[src/rtl/ama_riscv_mem_arbiter.sv]
// ama_riscv_mem_arbiter
// Shares one main-memory port between the icache (line fills) and the dcache
// (line fills and writebacks). One line transaction is in flight at a time.
// Each accepted line is split into BEATS consecutive beat requests, and read
// beats are steered back to the cache that owns the transaction.
// Arbitration is round-robin between the two caches.
//
// Ports
//   clk, rst            : clock, asynchronous active-high reset
//   ic_req_*            : icache line-read request (valid/ready/addr)
//   ic_rsp_*            : read beats returned to the icache (valid/data/last)
//   dc_req_*            : dcache request (valid/ready/addr/rtype/wdata line)
//   dc_rsp_*            : read beats returned to the dcache (valid/data/last)
//   mem_req_*           : beat requests to memory (valid/ready/addr/we/wdata)
//   mem_rsp_*           : in-order read beats from memory (valid/data)
//   busy                : a line transaction is in flight
//   err_unexp_rsp       : sticky flag, memory response seen outside a read
module ama_riscv_mem_arbiter #(
   parameter int AW    = 12,
   parameter int DW    = 128,
   parameter int BEATS = 4
) (
   input  logic                clk,
   input  logic                rst,
   input  logic                ic_req_valid,
   output logic                ic_req_ready,
   input  logic [AW-1:0]       ic_req_addr,
   output logic                ic_rsp_valid,
   output logic [DW-1:0]       ic_rsp_data,
   output logic                ic_rsp_last,
   input  logic                dc_req_valid,
   output logic                dc_req_ready,
   input  logic [AW-1:0]       dc_req_addr,
   input  logic                dc_req_rtype,
   input  logic [DW*BEATS-1:0] dc_req_wdata,
   output logic                dc_rsp_valid,
   output logic [DW-1:0]       dc_rsp_data,
   output logic                dc_rsp_last,
   output logic                mem_req_valid,
   input  logic                mem_req_ready,
   output logic [AW-1:0]       mem_req_addr,
   output logic                mem_req_we,
   output logic [DW-1:0]       mem_req_wdata,
   input  logic                mem_rsp_valid,
   input  logic [DW-1:0]       mem_rsp_data,
   output logic                busy,
   output logic                err_unexp_rsp
);

   localparam int LW = $clog2(BEATS);
   localparam int CW = LW + 1;
   localparam logic DMEM_WRITE = 1'b1;

   function automatic logic is_pow2(input int v);
      return (v > 0) && ((v & (v - 1)) == 0);
   endfunction

   generate
      if (!is_pow2(BEATS) || (BEATS < 2)) begin : g_beats_check
         $error("BEATS must be a power of 2 and at least 2");
      end
   endgenerate

   typedef enum logic [1:0] {ST_IDLE = 2'd0, ST_RD = 2'd1, ST_WR = 2'd2} state_t;
   typedef enum logic {OWN_IC = 1'b0, OWN_DC = 1'b1} owner_t;

   state_t          state_r, state_nxt_s;
   owner_t          owner_r, last_grant_r;
   logic [AW-1:0]   base_addr_r;
   logic [CW-1:0]   iss_cnt_r, rsp_cnt_r;
   logic [DW-1:0]   wbuf_r [BEATS];
   logic            err_r;

   logic            ic_win_s, dc_win_s, accept_s;
   logic            iss_hs_s, rsp_fwd_s, rsp_last_s;
   logic [LW-1:0]   iss_idx_s;
   logic [AW-1:0]   win_addr_s;

   assign iss_idx_s     = iss_cnt_r[LW-1:0];
   assign rsp_last_s    = (rsp_cnt_r == CW'(BEATS - 1));
   assign accept_s      = ic_win_s || dc_win_s;
   assign iss_hs_s      = mem_req_valid && mem_req_ready;
   // Masking keeps the whole address in use while dropping the beat bits.
   assign win_addr_s    = (ic_win_s ? ic_req_addr : dc_req_addr) & ~AW'(BEATS - 1);
   assign ic_rsp_data   = mem_rsp_data;
   assign dc_rsp_data   = mem_rsp_data;
   assign mem_req_addr  = base_addr_r | {{(AW-LW){1'b0}}, iss_idx_s};
   assign mem_req_wdata = wbuf_r[iss_idx_s];
   assign busy          = (state_r != ST_IDLE);
   assign err_unexp_rsp = err_r;

   // Arbitration, beat issue, response steering and next-state logic.
   always_comb begin
      state_nxt_s   = state_r;
      ic_win_s      = 1'b0;
      dc_win_s      = 1'b0;
      rsp_fwd_s     = 1'b0;
      mem_req_valid = 1'b0;
      mem_req_we    = 1'b0;
      case (state_r)
         ST_IDLE: begin
            // On a tie the cache that was not granted last time wins.
            ic_win_s = ic_req_valid && (!dc_req_valid || (last_grant_r == OWN_DC));
            dc_win_s = dc_req_valid && !ic_win_s;
            if (ic_win_s) begin
               state_nxt_s = ST_RD;
            end else if (dc_win_s) begin
               state_nxt_s = (dc_req_rtype == DMEM_WRITE) ? ST_WR : ST_RD;
            end else begin
               state_nxt_s = ST_IDLE;
            end
         end
         ST_RD: begin
            mem_req_valid = (iss_cnt_r < CW'(BEATS));
            rsp_fwd_s     = mem_rsp_valid;
            if (mem_rsp_valid && rsp_last_s) begin
               state_nxt_s = ST_IDLE;
            end else begin
               state_nxt_s = ST_RD;
            end
         end
         ST_WR: begin
            mem_req_valid = (iss_cnt_r < CW'(BEATS));
            mem_req_we    = 1'b1;
            if (mem_req_valid && mem_req_ready && (iss_cnt_r == CW'(BEATS - 1))) begin
               state_nxt_s = ST_IDLE;
            end else begin
               state_nxt_s = ST_WR;
            end
         end
         default: begin
            state_nxt_s = ST_IDLE;
         end
      endcase
   end

   // Per-cache handshake and response outputs derived from the decisions above.
   always_comb begin
      ic_req_ready = ic_win_s;
      dc_req_ready = dc_win_s;
      ic_rsp_valid = rsp_fwd_s && (owner_r == OWN_IC);
      dc_rsp_valid = rsp_fwd_s && (owner_r == OWN_DC);
      ic_rsp_last  = ic_rsp_valid && rsp_last_s;
      dc_rsp_last  = dc_rsp_valid && rsp_last_s;
   end

   // State register.
   always_ff @(posedge clk or posedge rst) begin
      if (rst) begin
         state_r <= ST_IDLE;
      end else begin
         state_r <= state_nxt_s;
      end
   end

   // Transaction context: owner, fairness pointer, base address and beat counters.
   always_ff @(posedge clk or posedge rst) begin
      if (rst) begin
         owner_r      <= OWN_IC;
         last_grant_r <= OWN_DC;
         base_addr_r  <= '0;
         iss_cnt_r    <= '0;
         rsp_cnt_r    <= '0;
      end else if (accept_s) begin
         owner_r      <= ic_win_s ? OWN_IC : OWN_DC;
         last_grant_r <= ic_win_s ? OWN_IC : OWN_DC;
         base_addr_r  <= win_addr_s;
         iss_cnt_r    <= '0;
         rsp_cnt_r    <= '0;
      end else begin
         if (iss_hs_s) begin
            iss_cnt_r <= iss_cnt_r + CW'(1);
         end
         if (rsp_fwd_s) begin
            rsp_cnt_r <= rsp_cnt_r + CW'(1);
         end
      end
   end

   // Writeback line buffer, captured only when a dcache writeback is accepted.
   always_ff @(posedge clk or posedge rst) begin
      if (rst) begin
         for (int i = 0; i < BEATS; i++) begin
            wbuf_r[i] <= '0;
         end
      end else if (dc_win_s && (dc_req_rtype == DMEM_WRITE)) begin
         for (int i = 0; i < BEATS; i++) begin
            wbuf_r[i] <= dc_req_wdata[i*DW +: DW];
         end
      end
   end

   // Sticky error: a memory response outside a read is dropped and flagged.
   always_ff @(posedge clk or posedge rst) begin
      if (rst) begin
         err_r <= 1'b0;
      end else if (mem_rsp_valid && (state_r != ST_RD)) begin
         err_r <= 1'b1;
      end
   end

endmodule

[config.mk]
export PLATFORM = sky130hd
export DESIGN_NAME = ama_riscv_mem_arbiter
export DESIGN_NICKNAME = d
export VERILOG_FILES = /design/src/rtl/ama_riscv_mem_arbiter.sv
export SDC_FILE = /design/constraint.sdc
export NUM_CORES = 1
export LEC_CHECK = 0
export BUFFER_PORTS_ARGS = -buffer_cell sky130_fd_sc_hd__buf_2
export CAP_MARGIN = 20
export CORE_AREA = 5 5 416 418
export CTS_BUF_LIST = sky130_fd_sc_hd__clkbuf_8 sky130_fd_sc_hd__clkbuf_16
export DETAILED_ROUTE_END_ITERATION = 7
export DIE_AREA = 0 0 421 423
export HOLD_SLACK_MARGIN = 0.12
export MAX_ROUTING_LAYER = met4
export PLACE_DENSITY = 0.33
export SLEW_MARGIN = 20
export SYNTH_ARGS = -nofsm -noshare
export SYNTH_HDL_FRONTEND = slang
export SYNTH_SLANG_ARGS = --single-unit
[constraint.sdc]
create_clock -name clk -period 38.4 [get_ports clk]
set_input_delay 5.76 -clock clk [delete_from_list [all_inputs] [get_ports clk]]
set_output_delay 5.76 -clock clk [all_outputs]
set_load 0.05 [all_outputs]
==> impl_metrics.yaml, run 1 <==
logic_synthesis:
  syn_area_sq_mm: 0.0272
  avgSynthCellArea_sq_um: 16.9
  synth_area_leaders: "dfrtp_1, mux2_4, mux4_2"
  synth.distinct_cells: 29
  async_flop_share_pct: 100
  synthCells: 1608
  synth_edf_count: 0
  synth-main-ff-cell: "dfrtp_1"
  ys_warn_count: 0
  synth.net_count: 2287
  synth.top_cell.area_share_pct: 48.9
  ys_ff_latch: 533
  yosys.area.top_type: "dfrtp_1"
  ys_seq_area_share_pct: 49.0
worst_setup_path:
  rr_startpoint: "state_r[0]$_DFF_PP0_"
  ff2ff_setup_slack_ns: 33.42
  cp.arrival_ns: 7.11
  end_kind: "primary output"
  worstPathMaxFanout: 12
  crit_start: "ic_req_valid"
  path_delay_family: "simple AND/OR/NAND/NOR gates"
  path_class: "primary input to primary output"
  cp.required_ns: 32.64
  crit_slowest_cell: "and2_1"
  crit_chain: "buf_2 -> and2_1 -> and2_1 -> buf_2"
  path_buf_inv: 2
  critPathLaunchType: "primary input"
  slowest_delay_ns: 0.44
clocking:
  insertion_delay_ns: 0.64
  root_buffer: "clkbuf_16"
  clk_path_buf_depth: 3
  cts_setup_buffers: 0
  numCtsBuffers: 74
  clk_pin_slew_ns: 0.06
  htree_levels: 3
  ctsResizeCount: 0
  cts_tree: "done"
  ctsHoldBuffers: 0
  clock-sinks: 533
sta:
  worst_slew_pin_slew_ns: 1.09
  max_freq_mhz: 77.7
  finalHoldViolCount: 0
  final.setup.tns_ns: 0
  clock_skew_ns: 0.0183
  slew_viol_final: 0
  final-setup-viol-count: 0
  post-route-period-util_pct: 33.5
  fin_crit_ns: 12.87
  rsz0062_at_grt: "false"
  relSlewSlack_pct: 27.6
layout:
  layout-drive-gt1-share_pct: 69.9
  syn2layout_area_growth_pct: 22.2
  nets: 2729
  fin_cells: 4340
global_routing:
  grt_pass1_vias: 17400
  grt_usage_pct: 10.7
  grt_pass1_wl_um: 135000
  grt.overflow.total: 0
  grt_max_degree: 131
  antenna_found_initial: 54
floorplanning:
  rows: 151
  die_x_um: 421
  ios: 1077
  start_util_pct: 16.1
  core_area_sq_mm: 0.169
  die_area_sq_mm: 0.178
  die_h_um: 423
detailed_routing:
  antenna_left: 0
  drt-initial-drc-count: 712
  remaining_drc_errors: 0
  firstDrtPassIters: 4
  routed_via_density: 3.50
  routedWlPerCell_um: 22.2
  dr_total_vias: 15200
  wl_um: 96200
power:
  p_int_mw: 1.97
  total_power_mw: 3.34
  p_sw_mw: 1.37
  p_leak_nw: 16.1
  ir_drop_mv: 0.0419
  p_sw_share_pct: 41.0
  p_seq_share_pct: 31.5
  p_comb_share_pct: 47.4
  power.density_mw_per_mm2: 100
  power_frac_clock_pct: 21.1
status:
  status: "completed"
place:
  hpwl_um: 72600
  placed_cells: 4192
  gp_congestion: 0.833
  port_buffers: 688
worst_hold_path:
  min_from: "err_unexp_rsp$_DFFE_PP0P_"
  worstHoldPathType: "flop to flop"
job:
  cap_violations: 0
==> cells in the mapped netlist (2+ instances only) <==
master	instances
a21o_1	2
a21oi_1	6
and2_1	2
buf_12	4
buf_2	26
buf_4	265
buf_6	9
buf_8	40
clkbuf_1	3
dfrtp_1	532
ha_1	8
inv_1	8
mux2_2	43
mux2_4	469
mux2i_1	11
mux4_2	128
nand2_1	8
nand3_1	12
nand3b_1	3
nor2_1	9
o21ai_0	11
xor2_1	2
==> registers in the layout, indices dropped and copies added (netlist names) <==
name and flops:
state_r 2, owner_r 1, rsp_cnt_r 3, err_unexp_rsp 1, base_addr_r 10, wbuf_r 512
last_grant_r 1, iss_cnt_r 3
==> cell usage in the layout, fill, tap and decap left out, drive strengths merged <==
cell type and count:
clkinv 11, nand4 1, nand3 12, and2 2
diode 20, dfstp 1, mux4 128, mux2 512
ha 8, a21o 2, a22oi 1, bufinv 4
nor2b 1, a311oi 1, or3b 1, dfrtp 532
clkbuf 92, mux2i 11, clkinvlp 1, xor2 2
nor2 9, inv 28, nand2 8, buf 713
a21oi 6, o21ai 11, nand3b 3, nand2b 1
==> metal layers <==
layer  routed length [um]  up-vias  track usage, %  share of wire, %
li1                     -     6451               -                 -
met1                36500     7929            11.5                38
met2                49500      611            18.2                51
met3                 7170      217            4.11               7.5
met4                 2950        0            3.50               3.1
met5                    0        -               -                 0
==> kinds of logic (layout without fill, tap and decap cells) <==
group | count (synthesis) | count (layout) | synth area share (%)
AO/OA/AOI/OAI | 21 | 21 | 0.427
XOR/XNOR | 2 | 2 | 0.0644
adder cells (fa/ha/maj) | 8 | 8 | 0.368
buffers and inverters | 355 | 849 | 10.8
flip-flops | 533 | 533 | 49.0
multiplexers | 651 | 651 | 38.6
other | 0 | 20 | 0
AND/OR/NAND/NOR | 38 | 38 | 0.685
==> metrics by stage <==
step	hold WS, ns	instance area (sq um)	utilization [%]	setup slack (ns)
floorplan	0.474	27200	-	17.75
global placement	0.455	30700	18.2	25.60
detailed placement	0.456	30700	18.2	25.56
CTS	0.471	33200	19.7	25.56
global route	0.491	33200	19.7	25.51
finish	0.463	33300	19.7	25.53
==> final cells by class <==
class | count | area, sq um
Sequential cell | 533 | 13300
Antenna cell | 20 | 50.0
Fill cell | 18200 | 135000
Clock buffer | 92 | 2110
Multi-Input combinational cell | 720 | 10900
Inverter | 8 | 37.5
Tap cell | 2218 | 2780
Timing Repair Buffer | 713 | 3650
Clock inverter | 36 | 352
==> path summary, 6_finish.rpt <==
check                                             to  cells after the start
min in group asynchronous     wbuf_r[33]$_DFFE_PP0P_                      2
max                                     ic_req_ready                      4
max reg2reg                  wbuf_r[484]$_DFFE_PP0P_                      9
min reg2reg                err_unexp_rsp$_DFFE_PP0P_                      1
min                        err_unexp_rsp$_DFFE_PP0P_                      1
max in group asynchronous    wbuf_r[474]$_DFFE_PP0P_                      5
==> power groups by stage <==
stage | combinational, mW | clock, mW | sequential (mW)
after detailed placement | 1.61 | 0 | 1.05
after global routing | 1.66 | 0.759 | 1.08
after floorplan | 1.36 | 0 | 0.976
after global placement | 1.59 | 0 | 1.04
after CTS | 1.61 | 0.740 | 1.05
final | 1.58 | 0.705 | 1.05
(Power assumes the default switching activity.)
==> run 2: changes to the inputs <==
- clock period: 38.4 -> 13.13 ns (I/O delays scaled with it)
==> run 2 against run 1 <==
Routed wire length shrank 2.0%. Die area stayed put. Total power rose to 2.9 times the previous value. Critical path type is now flop to primary output. Critical endpoint is now mem_req_wdata[1].
==> impl_metrics.yaml, run 2 (synthesis results as in run 1) <==
worst_setup_path:
  worstPathMaxFanout: 40
  ff2ff_setup_slack_ns: 9.54
  crit_start: "iss_cnt_r[1]$_DFFE_PP0P_"
  critPathMostFrequentCell: "buf_4"
  rr_startpoint: "state_r[0]$_DFF_PP0_"
  path_class: "flop to primary output"
  slowest_delay_ns: 0.82
  reg2reg_depth: 7
  r2r-end: "wbuf_r[139]$_DFFE_PP0P_"
  path_delay_family: "buffers and inverters"
  cp.required_ns: 11.16
  critPathLaunchType: "flop"
  crit_chain: "buf_4 -> buf_4 -> mux4_2 -> buf_2"
  path_buf_inv: 3
  crit_slowest_cell: "buf_4"
  cp.arrival_ns: 3.71
  end_kind: "primary output"
clocking:
  numCtsBuffers: 75
  clock-sinks: 533
  clk_path_buf_depth: 3
  ctsResizeCount: 0
  clk_pin_slew_ns: 0.05
  htree_levels: 3
  cts_setup_buffers: 0
  cts_tree: "done"
  ctsHoldBuffers: 0
  root_buffer: "clkbuf_16"
  insertion_delay_ns: 0.66
worst_hold_path:
  worstHoldPathType: "flop to flop"
  whs_endpoint: "err_unexp_rsp$_DFFE_PP0P_"
  hold_depth: 1
  min_from: "err_unexp_rsp$_DFFE_PP0P_"
layout:
  nets: 2727
  syn2layout_area_growth_pct: 22.0
  layout-drive-gt1-share_pct: 69.5
  regMostFlops: "wbuf_r"
  fin_cells: 4339
  final_common_cell: "buf_2"
  layout_common_cells: "buf_2, dfrtp_1, mux2_4, mux4_2, clkbuf_16"
  reg.largest.list: "wbuf_r x512, base_addr_r x10"
  largest_register_ffs: 512
global_routing:
  grt_max_degree: 154
  grt_pass1_vias: 17400
  antenna_found_initial: 61
  grt.overflow.total: 0
  grt_usage_pct: 10.5
  grt_pass1_wl_um: 132000
sta:
  relSlewSlack_pct: 31.8
  rsz0062_at_grt: "false"
  fin_crit_ns: 5.67
  slew_viol_final: 0
  max_freq_mhz: 176
  worst_slew_pin_slew_ns: 1.02
  post-route-period-util_pct: 43.2
  whs_ns: 0.469
  finalHoldViolCount: 0
  fin_ws_ns: 7.46
  final-setup-viol-count: 0
  final.setup.tns_ns: 0
  clock_skew_ns: 0.0178
detailed_routing:
  routedWlPerCell_um: 21.7
  wl_um: 94200
  drt-initial-drc-count: 659
  routed_via_density: 3.52
  remaining_drc_errors: 0
  dr_total_vias: 15300
  firstDrtPassIters: 6
  antenna_left: 0
power:
  ir_drop_mv: 0.114
  p_leak_nw: 16.1
  power.density_mw_per_mm2: 291
floorplanning:
  core_area_sq_mm: 0.169
  ios: 1077
  die_area_sq_mm: 0.178
  die_h_um: 423
  rows: 151
  die_x_um: 421
  start_util_pct: 16.1
place:
  hpwl_um: 71800
  place_ws_ns: 7.92
  port_buffers: 688
  placed_cells: 4189
  gp_congestion: 0.809
status:
  status: "completed"
job:
  cap_violations: 0
## run 2: worst max-delay path by stage
stage	endpoint	slack, ns	depth (start not counted)
2_1_floorplan	base_addr_r[10]$_DFFE_PP0N_	3.92	1
3_3_place_gp	mem_req_wdata[1]	7.93	4
3_5_place_dp	ic_req_ready	7.92	4
4_1_cts	mem_req_wdata[1]	7.19	4
5_1_grt	mem_req_wdata[1]	7.13	4
6_report	mem_req_wdata[1]	7.46	4
## run 2: stage by stage
step / total power, mW / area (sq um) / util (%)
after CTS: 9.85 / 33100 / 19.6
after detailed placement: 7.75 / 30800 / 18.2
after global placement: 7.66 / 30800 / 18.2
after global routing: 10.1 / 33200 / 19.7
final: 9.66 / 33200 / 19.7
after floorplan: 6.83 / 27200 / -
## run 2: where the power goes
| part | total, mW | internal, mW | switching, mW | leakage (nW) |
|---|---|---|---|---|
| Sequential | 3.03 | 2.49 | 0.546 | 6.36 |
| Combinational | 4.65 | 2.07 | 2.59 | 8.48 |
| Clock | 1.98 | 1.17 | 0.810 | 1.27 |
## run 2: area by class of cell
| class | count | area [sq um] |
|---|---|---|
| fill | 18200 | 136000 |
| sequential | 533 | 13300 |
| multi-input combinational | 720 | 10900 |
| timing repair buffer | 710 | 3660 |
| tap | 2218 | 2780 |
| clock buffer | 90 | 2090 |
| clock inverter | 38 | 297 |
| antenna | 22 | 55.1 |
| inverter | 8 | 33.8 |
## run 2: layer usage
layer / wire length [um] / global-route usage [%] / part of all wire (%) / vias to the layer above
met5: 0 / - / 0 / -
met4: 3170 / 3.94 / 3.4 / 0
met3: 7480 / 4.05 / 7.9 / 230
met2: 49900 / 18.4 / 53 / 623
met1: 33700 / 10.6 / 36 / 7970
li1: - / - / - / 6438
